--- config.mk ---
export PLATFORM = sky130hd
export DESIGN_NAME = fsk_symbol_sequencer
export DESIGN_NICKNAME = d
export VERILOG_FILES = /design/src/rtl/fsk_symbol_sequencer.sv
export SDC_FILE = /design/constraint.sdc
export NUM_CORES = 1
export LEC_CHECK = 0
export CAP_MARGIN = 20
export CELL_PAD_IN_SITES_DETAIL_PLACEMENT = 0
export CELL_PAD_IN_SITES_GLOBAL_PLACEMENT = 1
export CORE_ASPECT_RATIO = 1.4
export CORE_MARGIN = 5
export CORE_UTILIZATION = 36
export CTS_CLUSTER_DIAMETER = 40
export DETAILED_ROUTE_END_ITERATION = 6
export GPL_ROUTABILITY_DRIVEN = 0
export HOLD_SLACK_MARGIN = 0.15
export PLACE_DENSITY_LB_ADDON = 0.1
export SYNTH_ARGS = -nofsm -noshare
export SYNTH_HDL_FRONTEND = slang
export SYNTH_SLANG_ARGS = --single-unit
--- constraint.sdc ---
create_clock -name clk -period 2 [get_ports clk]
set_input_delay 0.4 -clock clk [delete_from_list [all_inputs] [get_ports clk]]
set_output_delay 0.4 -clock clk [all_outputs]
set_load 0.03 [all_outputs]
--- src/rtl/fsk_symbol_sequencer.sv ---
// Binary-FSK symbol sequencer: serializes a data word MSB-first and drives a
// preloadable divider with a mark/space count plus a one-cycle init strobe per bit.
module fsk_symbol_sequencer #(
  parameter int DATA_W   = 8,
  parameter int PERIOD_W = 16
) (
  input  logic                clk,
  input  logic                rst,
  input  logic [DATA_W-1:0]   data_in,
  input  logic                data_valid,
  output logic                data_ready,
  input  logic [PERIOD_W-1:0] bit_period,
  input  logic [8:0]          cnt_mark,
  input  logic [8:0]          cnt_space,
  output logic [8:0]          cnt_ext,
  output logic                init,
  output logic                tx_bit,
  output logic                busy,
  output logic                done
);

  localparam logic [0:0] IDLE = 1'b0;
  localparam logic [0:0] SEND = 1'b1;
  localparam int IDX_W = (DATA_W > 1) ? $clog2(DATA_W) : 1;

  logic [0:0]          state;
  logic [DATA_W-1:0]   shift_reg;
  logic [PERIOD_W-1:0] period_reg;
  logic [PERIOD_W-1:0] period_cnt;
  logic [IDX_W-1:0]    bit_idx;
  logic                bit_end;
  logic                last_bit;
  logic                head_bit;
  logic                next_bit;

  assign data_ready = (state == IDLE);
  assign bit_end    = (period_cnt == period_reg);
  assign last_bit   = (bit_idx == IDX_W'(DATA_W - 1));
  assign head_bit   = data_in[DATA_W-1];
  // shift_reg already has the first bit removed, so its MSB is the upcoming bit
  assign next_bit   = shift_reg[DATA_W-1];

  always_ff @(posedge clk or posedge rst) begin
    if (rst) begin
      state      <= IDLE;
      shift_reg  <= '0;
      period_reg <= '0;
      period_cnt <= '0;
      bit_idx    <= '0;
      cnt_ext    <= '0;
      init       <= 1'b1;
      tx_bit     <= 1'b0;
      busy       <= 1'b0;
      done       <= 1'b0;
    end else begin
      done <= 1'b0;
      case (state)
        IDLE: begin
          init    <= 1'b1;
          cnt_ext <= cnt_space;
          tx_bit  <= 1'b0;
          busy    <= 1'b0;
          if (data_valid) begin
            // Handshake edge also launches bit 0 so its init lands in the next cycle
            state      <= SEND;
            busy       <= 1'b1;
            shift_reg  <= data_in << 1;
            period_reg <= (bit_period == '0) ? PERIOD_W'(1) : bit_period;
            period_cnt <= PERIOD_W'(1);
            bit_idx    <= '0;
            tx_bit     <= head_bit;
            cnt_ext    <= head_bit ? cnt_mark : cnt_space;
          end
        end
        SEND: begin
          if (bit_end) begin
            init <= 1'b1;
            if (last_bit) begin
              state      <= IDLE;
              busy       <= 1'b0;
              done       <= 1'b1;
              cnt_ext    <= cnt_space;
              tx_bit     <= 1'b0;
              shift_reg  <= '0;
              period_cnt <= '0;
              bit_idx    <= '0;
            end else begin
              bit_idx    <= bit_idx + 1'b1;
              period_cnt <= PERIOD_W'(1);
              shift_reg  <= shift_reg << 1;
              tx_bit     <= next_bit;
              cnt_ext    <= next_bit ? cnt_mark : cnt_space;
            end
          end else begin
            init       <= 1'b0;
            period_cnt <= period_cnt + 1'b1;
          end
        end
        default: state <= IDLE;
      endcase
    end
  end

endmodule

==> results_dict.tcl, run 1 <==
set metrics [dict create \
    critPathKind "reg -> reg" \
    avgSynthCellArea_um2 11.0 \
    die_x_um 85.5 \
    drv_cap 0 \
    hold_class "in -> async" \
    p_per_area_mw_per_mm2 791 \
    yosysUniqueCellTypes 40 \
    cts_max_path_buffers 2 \
    crit_family "simple AND/OR/NAND/NOR gates" \
    wire_per_inst_um 15.7 \
    core_mm2 0.00775 \
    drtIter0Drc 71 \
    post_dp_cell_area_mm2 0.00372 \
    synthTopCellsByArea "dfrtp_1 48%, xnor2_1 6.4%, mux2_2 5.9%" \
    synth_area_leader_cell "dfrtp_1" \
    clkLatencyLatePin_ps 310 \
    dieArea_mm2 0.00988 \
    drt_wl_total_mm 6.87 \
    cts.htree.levels 2 \
    place_ws_ps -12.7 \
    drive_gt1_share_pct 21.0 \
    synth_nets 310 \
    path_cells "xnor2_2 > nand4_2 > or4_4 > a32o_1" \
    start_kind "flip-flop" \
    crit_fanout 21 \
    ir_worst_vdd_uv 342 \
    end_kind "flip-flop" \
    row_count 38 \
    ys_async_sr_fraction_pct 100 \
    r2r_end "period_cnt[1]$_DFFE_PP0P_" \
    io_pins 59 \
    cp_slowest_stage_delay_ps 730 \
    crit_required_ps 2200 \
    critPathSlowestCell "or4_4" \
    drt_first_pass_iters 4 \
    post-synth-top-count-cell "dfrtp_1" \
    holdWs_ps 471 \
    ys.warnings.count 0 \
    clockRootBuffer "clkbuf_8" \
    antenna_found_initial 0 \
    grt_pass1_vias 2318 \
    r2r_start "period_cnt[3]$_DFFE_PP0P_" \
    rsz0062_at_grt "true" \
    syn_to_final_growth_pct 35.8 \
    num_vias 2219 \
    grt_max_degree 57 \
    arrival_ps 2150 \
    ys_ff_latch 56 \
    dp_hpwl_mm 5.03 \
    start_util_pct 37.0 \
    worstMarginPinSlew_ps 380 \
    setup_tns_ps 0 \
    cts_tree "built" \
    slew_headroom_pct 74.4 \
    final_nets 385 \
    route.detailed.drc 0 \
    fin_crit_sh_pct 97.7 \
    grt_pass1_wl_mm 11.5 \
    p_leak_nw 1.65 \
    grt-ovfl-total 0 \
    drv_slew 0 \
    insertedDiodeCount 0 \
    fin_crit_ps 1950 \
    ant_nets 0 \
    grt.total_usage_pct 14.5 \
    fin_util_pct 50.3 \
    ys_seq_area_share_pct 48.9 \
    worst_slack_ps 46.0 \
    hold_viol_final 0 \
    syn-cell-area_mm2 0.00287 \
    status "finished, final reports clean" \
    cts.sinks 56 \
    cts_hold_buf 0 \
    setup_violations 0 \
    crit_buf_inv 0 \
    portBuffers 58 \
    ys_top_cells_by_count "55 x dfrtp_1, 21 x xnor2_1, 18 x nand2_1" \
    final_cell_area_mm2 0.00390 \
    r2r_slack_ps 50 \
    syn_inst 262 \
    die_y_um 116 \
    worst_r2r_path_depth 4 \
    skew_ps 13.9 \
    max_freq_mhz 512 \
    synth_ff_type "dfrtp_1" \
    synth_edf_count 0 \
    viasPerCell 5.07 \
    cts_buffers 5 \
    synth_top_area_share_pct 48.0 \
    path_clk_slew_ps 110 \
]
## per-layer routing
| layer | up-vias | part of all wire, % | global-route usage [%] | routed length, um |
|---|---|---|---|---|
| li1 | 1097 | - | - | - |
| met5 | - | 0 | 0 | 0 |
| met3 | 5 | 5.0 | 2.77 | 346 |
| met2 | 53 | 52 | 25.5 | 3600 |
| met1 | 1064 | 42 | 18.3 | 2850 |
| met4 | 0 | 1.1 | 4.01 | 73 |
## layout make-up
class | instances | area, um2
clock inverter | 1 | 5.00
multi-input combinational | 184 | 1430
tap | 100 | 125
fill | 731 | 3850
sequential | 56 | 1400
inverter | 4 | 15.0
timing repair buffer | 86 | 843
clock buffer | 7 | 76.3
## cell usage in the layout, fill, tap and decap left out, types with 4 or more instances in the layout
cell type and n:
clkdlybuf4s50_1 58, dfrtp_1 54, buf_4 22, nand2_1 17
mux2_2 15, nor2_1 14, xnor2_1 13, a32o_1 13
mux2i_1 10, xnor2_2 9, a21oi_1 9, nand3_1 8
a31oi_1 8, nand2b_1 7, nand3b_1 7, o22ai_1 7
nand4_1 6, o21ai_1 5, xor2_1 5, clkbuf_8 5
and3_1 4
## worst register-to-register path: stages (launching register included)
cell and delay (ps):
dfrtp_1 440, xnor2_2 180, nand4_2 180, or4_4 730, a32o_1 310
## report_power, final
group          total [mW]  switching, mW  internal, mW  leakage (nW)
combinational        1.01          0.432         0.576         0.939
clock               0.612          0.364         0.248        0.0422
sequential           1.47          0.158          1.31         0.671
## how the worst max path moves through the flow
| stage | startpoint | end | slack (ps) | cells past startpoint |
|---|---|---|---|---|
| finish | period_cnt[3]$_DFFE_PP0P_ | period_cnt[1]$_DFFE_PP0P_ | 50 | 4 |
| CTS | period_cnt[1]$_DFFE_PP0P_ | period_cnt[1]$_DFFE_PP0P_ | 20 | 4 |
| global route | period_cnt[3]$_DFFE_PP0P_ | period_cnt[13]$_DFFE_PP0P_ | -40 | 5 |
| floorplan | bit_idx[0]$_DFFE_PP0P_ | cnt_ext[3]$_DFFE_PP0P_ | 100 | 7 |
| detailed placement | period_cnt[11]$_DFFE_PP0P_ | tx_bit$_DFFE_PP0P_ | -10 | 6 |
| global placement | period_cnt[11]$_DFFE_PP0P_ | tx_bit$_DFFE_PP0P_ | -10 | 6 |
## metrics by stage
stage,power [mW],cells
5_1_grt,3.28,438
4_1_cts,3.09,437
2_1_floorplan,2.08,262
3_5_place_dp,2.47,429
6_report,3.08,438
3_3_place_gp,2.45,429
## logic make-up after synthesis
group                      Yosys count  synth area share [%]
and+or+nand+nor                     80                  15.0
buffers and inverters               22                  3.97
muxes                               26                  9.76
DFF                                 56                  48.9
adders and majority gates            3                  1.31
AOI/OAI and AO/OA                   48                  12.6
xor gates and xnor gates            27                  8.50
## timing repair
item                                    CTS  global route
gates resized for setup                   2            16
setup buffers                             0             1
endpoints found under the setup margin   22            28
pin swaps                                 0             3
(Power assumes the default switching activity.)
==> inputs of run 2 (changes only) <==
--- a/config.mk
+++ b/config.mk
@@ -19,3 +19,4 @@
 export SYNTH_ARGS = -nofsm -noshare
 export SYNTH_HDL_FRONTEND = slang
 export SYNTH_SLANG_ARGS = --single-unit
+export TNS_END_PERCENT = 5
==> results_dict.tcl, run 2 (synthesis results as in run 1) <==
set metrics [dict create \
    fin_util_pct 50.0 \
    start_kind "flip-flop" \
    hold_class "in -> async" \
    final_cell_area_mm2 0.00388 \
    drtIter0Drc 68 \
    dieArea_mm2 0.00988 \
    critPathKind "reg -> reg" \
    worst_slack_ps 36.0 \
    syn_to_final_growth_pct 35.0 \
    drv_slew 0 \
    insertedDiodeCount 0 \
    row_count 38 \
    path_clk_slew_ps 110 \
    place_ws_ps -12.7 \
    grt_pass1_wl_mm 11.5 \
    p_leak_nw 1.64 \
    grt_max_degree 57 \
    max_freq_mhz 509 \
    instances_no_fill 437 \
    setup_violations 0 \
    crit_fanout 21 \
    post_dp_cell_area_mm2 0.00372 \
    ir_worst_vdd_uv 343 \
    crit_family "simple AND/OR/NAND/NOR gates" \
    cts.sinks 56 \
    ant_nets 0 \
    end_kind "flip-flop" \
    num_vias 2226 \
    cts.htree.levels 2 \
    portBuffers 58 \
    setup_tns_ps 0 \
    hold_viol_final 0 \
    start_util_pct 37.0 \
    grt-ovfl-total 0 \
    cp_slowest_stage_delay_ps 690 \
    wire_per_inst_um 15.8 \
    skew_ps 13.9 \
    route.detailed.drc 0 \
    viasPerCell 5.09 \
    rsz0062_at_grt "true" \
    drt_first_pass_iters 4 \
    clockRootBuffer "clkbuf_8" \
    total_power_mw 3.08 \
    cts_max_path_buffers 2 \
    dp_hpwl_mm 5.03 \
    status "finished, final reports clean" \
    final_cell_mix "58 x clkdlybuf4s50_1, 54 x dfrtp_1, 21 x buf_4, 17 x nand2_1" \
    cts_buffers 5 \
    final_nets 384 \
    grt_pass1_vias 2319 \
    critPathSlowestCell "or4_4" \
    clkLatencyLatePin_ps 310 \
    antenna_found_initial 0 \
    holdWs_ps 469 \
    worstMarginPinSlew_ps 365 \
    die_x_um 85.5 \
    fin_crit_sh_pct 98.2 \
    crit_required_ps 2200 \
    fin_crit_ps 1960 \
    grt.total_usage_pct 14.5 \
    cts_tree "built" \
    p_per_area_mw_per_mm2 795 \
    crit_buf_inv 0 \
    slew_headroom_pct 75.4 \
    io_pins 59 \
    die_y_um 116 \
    mostFrequentLayoutCell "clkdlybuf4s50_1" \
    drt_wl_total_mm 6.89 \
    placed_cells 429 \
    core_mm2 0.00775 \
    arrival_ps 2160 \
    drive_gt1_share_pct 19.9 \
    drv_cap 0 \
    path_cells "xnor2_2 > nand4_1 > or4_4 > a31oi_1 > o21ai_1" \
]
-- run 2: layout make-up --
cell class	instances	area [um2]
clock inverters	1	5.00
clock buffers	7	76.3
flip-flops and latches	56	1400
inverters	4	15.0
fillers	735	3870
well taps	100	125
repair buffers	85	836
multi-input cells	184	1420
-- run 2: final timing paths --
check                                          start                    endpoint  slack [ps]  cells after the start
max                        period_cnt[0]$_DFFE_PP0P_  period_cnt[14]$_DFFE_PP0P_          40                      5
min                                              rst   period_cnt[3]$_DFFE_PP0P_         470                      3
max reg2reg                period_cnt[0]$_DFFE_PP0P_  period_cnt[14]$_DFFE_PP0P_          40                      5
min reg2reg                   bit_idx[2]$_DFFE_PP0P_      bit_idx[2]$_DFFE_PP0P_         510                      1
max in group asynchronous                        rst              init$_DFF_PP1_        1230                      3
min in group clk              bit_idx[2]$_DFFE_PP0P_      bit_idx[2]$_DFFE_PP0P_         510                      1
-- run 2: where the power goes --
part / total [mW] / switching (mW) / internal (mW)
registers: 1.46 / 0.158 / 1.31
logic: 1.01 / 0.432 / 0.574
clock network: 0.611 / 0.364 / 0.247
total: 3.08 / 0.954 / 2.13
-- run 2: what timing repair did --
| action | CTS | global route |
|---|---|---|
| setup buffers | 0 | 0 |
| hold buffers | 0 | 0 |
| resized for setup | 2 | 13 |
| setup endpoints to repair | 22 | 28 |
| pin swaps | 0 | 6 |
-- run 2: tightest hold or removal path: cells and delay by family --
family | cells | cell delay, ps
buffers and inverters | 3 | 770
-- run 2: metal layers --
layer,GRT usage [%],vias to the layer above,part of all wire (%),routed length [um]
li1,-,1093,-,-
met1,18.3,1073,42,2900
met2,25.5,54,52,3590
met3,2.77,6,5.1,348
met4,4.01,0,0.89,61
met5,0,-,0,0
==> inputs of run 3 (changes only) <==
--- a/config.mk
+++ b/config.mk
@@ -5,6 +5,7 @@
 export SDC_FILE = /design/constraint.sdc
 export NUM_CORES = 1
 export LEC_CHECK = 0
+export ABC_AREA = 0
 export CAP_MARGIN = 20
 export CELL_PAD_IN_SITES_DETAIL_PLACEMENT = 0
 export CELL_PAD_IN_SITES_GLOBAL_PLACEMENT = 1
==> results of run 3 <==
The final DEF is identical to that of run 2; final timing and power are the same.
